### config.mk
export PLATFORM = sky130hd
export DESIGN_NAME = imm_gen_pipe
export DESIGN_NICKNAME = d
export VERILOG_FILES = /design/src/rtl/imm_gen_pipe.sv
export SDC_FILE = /design/constraint.sdc
export NUM_CORES = 1
export LEC_CHECK = 0
export CAP_MARGIN = 15
export CORE_UTILIZATION = 56
export CTS_BUF_LIST = sky130_fd_sc_hd__clkbuf_2 sky130_fd_sc_hd__clkbuf_4 sky130_fd_sc_hd__clkbuf_8
export CTS_CLUSTER_SIZE = 14
export DETAILED_ROUTE_END_ITERATION = 7
export PLACE_DENSITY = 0.88
export REMOVE_ABC_BUFFERS = 1
export SETUP_SLACK_MARGIN = 0.5
export SYNTH_ARGS = -nofsm -noshare
export SYNTH_HDL_FRONTEND = slang
export SYNTH_SLANG_ARGS = --single-unit
### constraint.sdc
create_clock -name clk -period 3.4 [get_ports clk]
set_input_delay 0.85 -clock clk [delete_from_list [all_inputs] [get_ports clk]]
set_output_delay 0.85 -clock clk [all_outputs]
set_load 0.02 [all_outputs]
### src/rtl/imm_gen_pipe.sv
`default_nettype none
// ============================================================================
//  Module      : imm_gen_pipe
//  Description : Pipelined RISC-V immediate generator. Classifies the
//                immediate format of one instruction per cycle and emits the
//                extended immediate through a 2-entry elastic buffer
//                (main register plus skid register).
//                Optional feature macro: IMM_ZICSR_EN (CSR immediate, fmt Z).
//  Revision    : 1.0 - initial release
// ============================================================================
module imm_gen_pipe #(
    parameter int XLEN  = 32,
    parameter int TAG_W = 8
) (
    input  logic             clk,
    input  logic             rst_n,
    input  logic             flush,
    input  logic             in_valid,
    output logic             in_ready,
    input  logic [31:0]      in_inst,
    input  logic [TAG_W-1:0] in_tag,
    output logic             out_valid,
    input  logic             out_ready,
    output logic [XLEN-1:0]  out_imm,
    output logic [2:0]       out_fmt,
    output logic             out_illegal,
    output logic [TAG_W-1:0] out_tag
);

    localparam logic [2:0] c_FMT_NONE = 3'd0;
    localparam logic [2:0] c_FMT_I    = 3'd1;
    localparam logic [2:0] c_FMT_S    = 3'd2;
    localparam logic [2:0] c_FMT_B    = 3'd3;
    localparam logic [2:0] c_FMT_U    = 3'd4;
    localparam logic [2:0] c_FMT_J    = 3'd5;
`ifdef IMM_ZICSR_EN
    localparam logic [2:0] c_FMT_Z    = 3'd6;
`endif

    localparam logic [6:0] c_OP_LOAD    = 7'b0000011;
    localparam logic [6:0] c_OP_OPIMM   = 7'b0010011;
    localparam logic [6:0] c_OP_JALR    = 7'b1100111;
    localparam logic [6:0] c_OP_STORE   = 7'b0100011;
    localparam logic [6:0] c_OP_BRANCH  = 7'b1100011;
    localparam logic [6:0] c_OP_LUI     = 7'b0110111;
    localparam logic [6:0] c_OP_AUIPC   = 7'b0010111;
    localparam logic [6:0] c_OP_JAL     = 7'b1101111;
    localparam logic [6:0] c_OP_OP      = 7'b0110011;
    localparam logic [6:0] c_OP_FENCE   = 7'b0001111;
    localparam logic [6:0] c_OP_SYSTEM  = 7'b1110011;
    localparam logic [6:0] c_OP_OPIMM32 = 7'b0011011;
    localparam logic [6:0] c_OP_OP32    = 7'b0111011;

    logic [6:0]       w_opcode;
    logic [31:0]      w_imm32;
    logic [2:0]       w_fmt;
    logic             w_illegal;
    logic [XLEN-1:0]  w_imm;
    logic             w_in_fire;
    logic             w_out_fire;

    logic             r_main_valid;
    logic [XLEN-1:0]  r_main_imm;
    logic [2:0]       r_main_fmt;
    logic             r_main_ill;
    logic [TAG_W-1:0] r_main_tag;
    logic             r_skid_valid;
    logic [XLEN-1:0]  r_skid_imm;
    logic [2:0]       r_skid_fmt;
    logic             r_skid_ill;
    logic [TAG_W-1:0] r_skid_tag;

    assign w_opcode = in_inst[6:0];

    // Format classification and 32-bit immediate assembly; bit 31 of every
    // signed format is inst[31], so widening below only replicates bit 31.
    // Every listed opcode ends in 2'b11, so a bad low pair falls to default.
    always_comb begin
        w_imm32   = 32'd0;
        w_fmt     = c_FMT_NONE;
        w_illegal = 1'b0;
        case (w_opcode)
            c_OP_LOAD, c_OP_OPIMM, c_OP_JALR: begin
                w_imm32 = {{20{in_inst[31]}}, in_inst[31:20]};
                w_fmt   = c_FMT_I;
            end
            c_OP_STORE: begin
                w_imm32 = {{20{in_inst[31]}}, in_inst[31:25], in_inst[11:7]};
                w_fmt   = c_FMT_S;
            end
            c_OP_BRANCH: begin
                w_imm32 = {{19{in_inst[31]}}, in_inst[31], in_inst[7],
                           in_inst[30:25], in_inst[11:8], 1'b0};
                w_fmt   = c_FMT_B;
            end
            c_OP_LUI, c_OP_AUIPC: begin
                w_imm32 = {in_inst[31:12], 12'd0};
                w_fmt   = c_FMT_U;
            end
            c_OP_JAL: begin
                w_imm32 = {{11{in_inst[31]}}, in_inst[31], in_inst[19:12],
                           in_inst[20], in_inst[30:21], 1'b0};
                w_fmt   = c_FMT_J;
            end
            c_OP_OP, c_OP_FENCE: begin
                w_fmt = c_FMT_NONE;
            end
            c_OP_SYSTEM: begin
`ifdef IMM_ZICSR_EN
                // CSR*I forms carry a 5-bit unsigned immediate in rs1 field
                if (in_inst[14]) begin
                    w_imm32 = {27'd0, in_inst[19:15]};
                    w_fmt   = c_FMT_Z;
                end
`endif
            end
            c_OP_OPIMM32: begin
                if (XLEN == 64) begin
                    w_imm32 = {{20{in_inst[31]}}, in_inst[31:20]};
                    w_fmt   = c_FMT_I;
                end else begin
                    w_illegal = 1'b1;
                end
            end
            c_OP_OP32: begin
                if (XLEN != 64) begin
                    w_illegal = 1'b1;
                end
            end
            default: begin
                w_illegal = 1'b1;
            end
        endcase
    end

    generate
        if (XLEN == 64) begin : g_xlen64
            assign w_imm = {{32{w_imm32[31]}}, w_imm32};
        end else begin : g_xlen32
            assign w_imm = w_imm32;
        end
    endgenerate

    // in_ready is the inverted skid flag, so it is a pure register output
    assign in_ready   = !r_skid_valid;
    assign w_in_fire  = in_valid && !r_skid_valid;
    assign w_out_fire = r_main_valid && out_ready;

    // Elastic buffer: main drives the outputs, skid absorbs one stalled input
    always_ff @(posedge clk or negedge rst_n) begin
        if (!rst_n) begin
            r_main_valid <= 1'b0;
            r_main_imm   <= '0;
            r_main_fmt   <= c_FMT_NONE;
            r_main_ill   <= 1'b0;
            r_main_tag   <= '0;
            r_skid_valid <= 1'b0;
            r_skid_imm   <= '0;
            r_skid_fmt   <= c_FMT_NONE;
            r_skid_ill   <= 1'b0;
            r_skid_tag   <= '0;
        end else if (flush) begin
            r_main_valid <= 1'b0;
            r_skid_valid <= 1'b0;
        end else if (w_out_fire) begin
            if (r_skid_valid) begin
                // Skid is older than anything arriving, promote it first
                r_main_imm   <= r_skid_imm;
                r_main_fmt   <= r_skid_fmt;
                r_main_ill   <= r_skid_ill;
                r_main_tag   <= r_skid_tag;
                r_skid_valid <= 1'b0;
            end else if (w_in_fire) begin
                r_main_imm   <= w_imm;
                r_main_fmt   <= w_fmt;
                r_main_ill   <= w_illegal;
                r_main_tag   <= in_tag;
            end else begin
                r_main_valid <= 1'b0;
            end
        end else if (w_in_fire) begin
            if (!r_main_valid) begin
                r_main_valid <= 1'b1;
                r_main_imm   <= w_imm;
                r_main_fmt   <= w_fmt;
                r_main_ill   <= w_illegal;
                r_main_tag   <= in_tag;
            end else begin
                r_skid_valid <= 1'b1;
                r_skid_imm   <= w_imm;
                r_skid_fmt   <= w_fmt;
                r_skid_ill   <= w_illegal;
                r_skid_tag   <= in_tag;
            end
        end
    end

    assign out_valid   = r_main_valid;
    assign out_imm     = r_main_imm;
    assign out_fmt     = r_main_fmt;
    assign out_illegal = r_main_ill;
    assign out_tag     = r_main_tag;

endmodule
`default_nettype wire

==> results.txt <==
Run status = finished, final reports clean
Switching share of power = 0.309
IO Pins = 91
Pwr Total = 0.00281 W
Hold Fails Final Rpt = 0
Die Width = 87.0 um
Met1 Routed Length = 4.50 mm
Worst reg-to-reg setup slack = 1.33 ns
# rows = 30
Sw power = 0.000869 W
Share of cells above drive strength 1 = 0.0639
CTS resizes = 0
Core area = 0.00687 mm^2
FILL cells = 491
DRT antenna net count = 0
Clock Latency Late Sink = 0.37 ns
Yosys reg bits = 90
Post-DP HPWL = 6.89 mm
Slew @ Worst Pin = 0.886 ns
Routed vias/inst = 5.86
Clock Pin Slew Worst Setup and Hold Paths = 0.09 ns
Synth Warn # = 0
CTS tree = built
Drt wl/cell = 16.4 um
DRC Markers = 0
Max VDD drop = 0.297 mV
Final Max Tran Viols = 0
Gpl congestion = 0.840
First-pass GRT wire length = 17.1 mm
Pint = 0.00194 W
CP startpoint = in_inst[2]
Distinct cell type count after synthesis = 37
Met2 wire length = 5.22 mm
H-tree depth = 3
Chip height = 87.0 um
Starting density of the core = 0.589
Vias in the first global route = 3600
CP endpoint kind = register
Required time of the critical path = 3.60 ns
Seq/Total Area, Yosys = 0.557
Buffers added on ports = 90
Initial DRT Pass Iterations = 5
Antenna Cells = 0
Post-route setup TNS = 0 ns
Max-cap violations = 0
Root buffer cell = clkbuf_8
Worst relative slew slack = 0.409
Routed wl met3 = 694 um
Mapped Cells = 458
Area delta synth->final = 30.2%
Combinational power share = 0.238
CTS Sinks = 90
Starting DRT DRC Count = 261
PwrDens = 534 mW/mm^2
Largest net degree at the start of global routing = 91
Crit path max fanout = 11
Mean Syn Cell Area = 8.83 um^2
Hold buffer count at cts = 0
Initial antenna violation count = 0
Total setup buffers inserted after CTS = 0
Die Area = 0.00757 mm^2
Total Routing Usage GR = 0.295
Synthesized area = 0.00405 mm^2
Crit start category = primary input
Fmax = 0.366 GHz
Arrival @ worst endpoint = 2.93 ns
Final #Nets = 588
DR top layer = met4
Fin crit period = 2.73 ns
LEAKAGE = 2.21 nW
Final Skew = 0.00947 ns
Clock buffer depth = 2
Drt total wl = 10.6 mm
Worst Path Class, Setup = primary input to register
Sequential power share = 0.486
Reg area = 0.00225 mm^2
FF-to-FF Start = r_skid_valid
Min-Delay Path Class = primary input to async pin
Clock Power Share = 0.275
Final setup viols = 0
Via count = 3772
RSZ-0062 raised after global routing = no
Multi-input logic area = 0.00165 mm^2
Final Cycle Share = 0.804
GR Overflow Total = 0
TritonCTS Buffers = 9
[state kept, by name, indices dropped and copies added (netlist names)]
| name | count |
|---|---|
| r_skid_valid | 1 |
| r_skid_tag | 8 |
| r_skid_fmt | 3 |
| out_valid | 1 |
| out_imm | 32 |
| out_tag | 8 |
| r_skid_imm | 32 |
| out_illegal | 1 |
| r_skid_ill | 1 |
| out_fmt | 3 |
[cells in the final DEF, fill, tap and decap left out, types with 2 or more instances in the layout]
cell type,Yosys,layout
nor2_1,62,62
dfrtp_1,90,90
nor3_1,24,24
nor2b_1,2,2
a211oi_1,21,21
a31oi_1,11,11
nor3b_1,2,2
buf_4,0,13
nand2b_1,4,4
clkinv_4,0,3
o211ai_1,4,4
clkbuf_8,0,10
a21oi_1,45,45
nand3_1,18,18
clkdlybuf4s50_1,0,89
a22oi_1,5,5
o21ai_0,16,16
and3_1,4,4
o22ai_1,2,2
inv_1,3,3
and2_1,3,3
nand2_1,98,98
[routing by layer]
metal  up-vias  GRT usage
li1       1748          -
met1      1849      0.390
met2       158      0.485
met3        17     0.0664
met4         0     0.0970
met5         -          0
[power by group through the flow]
stage                     clock network (W)  logic, W  registers (W)
after floorplan                           0  0.000219        0.00148
after global placement                    0  0.000646        0.00137
after detailed placement                  0  0.000668        0.00139
after CTS                          0.000781  0.000671        0.00137
after global routing               0.000819  0.000725        0.00139
final                              0.000774  0.000670        0.00137
[critical path, cell delays in order]
cell and delay (ns):
clkdlybuf4s50_1 0.62, nand4bb_1 0.27, a21oi_1 0.08, o21bai_2 0.22
a21oi_1 0.72, a21oi_1 0.17
[cells in the mapped netlist]
| library cell | n | share of area |
|---|---|---|
| nor2_1 | 62 | 0.058 |
| nand2_2 | 1 | 0.0015 |
| a21oi_1 | 45 | 0.056 |
| nand4bb_1 | 1 | 0.0028 |
| nand3_1 | 18 | 0.022 |
| a31oi_1 | 11 | 0.017 |
| nand3b_1 | 1 | 0.0019 |
| o21bai_2 | 1 | 0.0028 |
| a211oi_4 | 1 | 0.0049 |
| and3_1 | 4 | 0.0062 |
| buf_6 | 1 | 0.0028 |
| nor3_1 | 24 | 0.030 |
| buf_1 | 1 | 0.00093 |
| or2_1 | 1 | 0.0015 |
| o32ai_1 | 1 | 0.0022 |
| nand2b_1 | 4 | 0.0062 |
| nor2b_1 | 2 | 0.0031 |
| a21oi_2 | 1 | 0.0022 |
| o2111ai_1 | 1 | 0.0022 |
| clkbuf_1 | 17 | 0.016 |
| dfrtp_1 | 90 | 0.56 |
| inv_1 | 3 | 0.0028 |
| o21ai_0 | 16 | 0.020 |
| nor3b_1 | 2 | 0.0037 |
| a211o_1 | 1 | 0.0022 |
| o211ai_1 | 4 | 0.0074 |
| o22ai_1 | 2 | 0.0031 |
| o21a_1 | 1 | 0.0019 |
| a22oi_1 | 5 | 0.0093 |
| buf_2 | 10 | 0.012 |
| a211oi_1 | 21 | 0.039 |
| nor2_2 | 1 | 0.0015 |
| nand2_1 | 98 | 0.091 |
| and2b_1 | 1 | 0.0019 |
| nand4_1 | 1 | 0.0015 |
| and3b_1 | 1 | 0.0022 |
| and2_1 | 3 | 0.0046 |
[final cells by class]
cell class                 instances  share of cell area
inverter                           3             0.00214
timing repair buffer             103               0.193
sequential                        90               0.428
tap                               96              0.0228
clock inverter                     6              0.0143
clock buffer                      10              0.0261
multi-input combinational        336               0.314
[through the flow]
step                 util  instance area [um^2]  cells  hold slack, ns  setup WS (ns)
detailed placement  0.732                  5020    627           0.462          0.301
floorplan               -                  3920    429           0.442          0.337
global placement    0.732                  5020    627           0.455          0.409
finish              0.766                  5270    644           0.368          0.668
global route        0.766                  5270    644           0.386          0.512
CTS                 0.762                  5240    643           0.483          0.681
[cell families (layout without fill, tap and decap cells)]
logic type,after synthesis,count (layout),share of synthesized area
AO/OA/AOI/OAI,111,111,0.170
flip-flops,90,90,0.557
AND/OR/NAND/NOR,225,225,0.239
buffers and inverters,32,122,0.0346
[path summary, 6_finish.rpt]
kind | endpoint | cells past startpoint
hold / removal | out_fmt[1] | 1
min in group clk | r_skid_tag[3] | 2
hold reg to reg | r_skid_tag[3] | 2
setup / recovery | r_skid_imm[20] | 6
setup reg to reg | r_skid_imm[20] | 5
max in group asynchronous | out_imm[17] | 2
No activity file was read; power rests on OpenSTA's default activity.
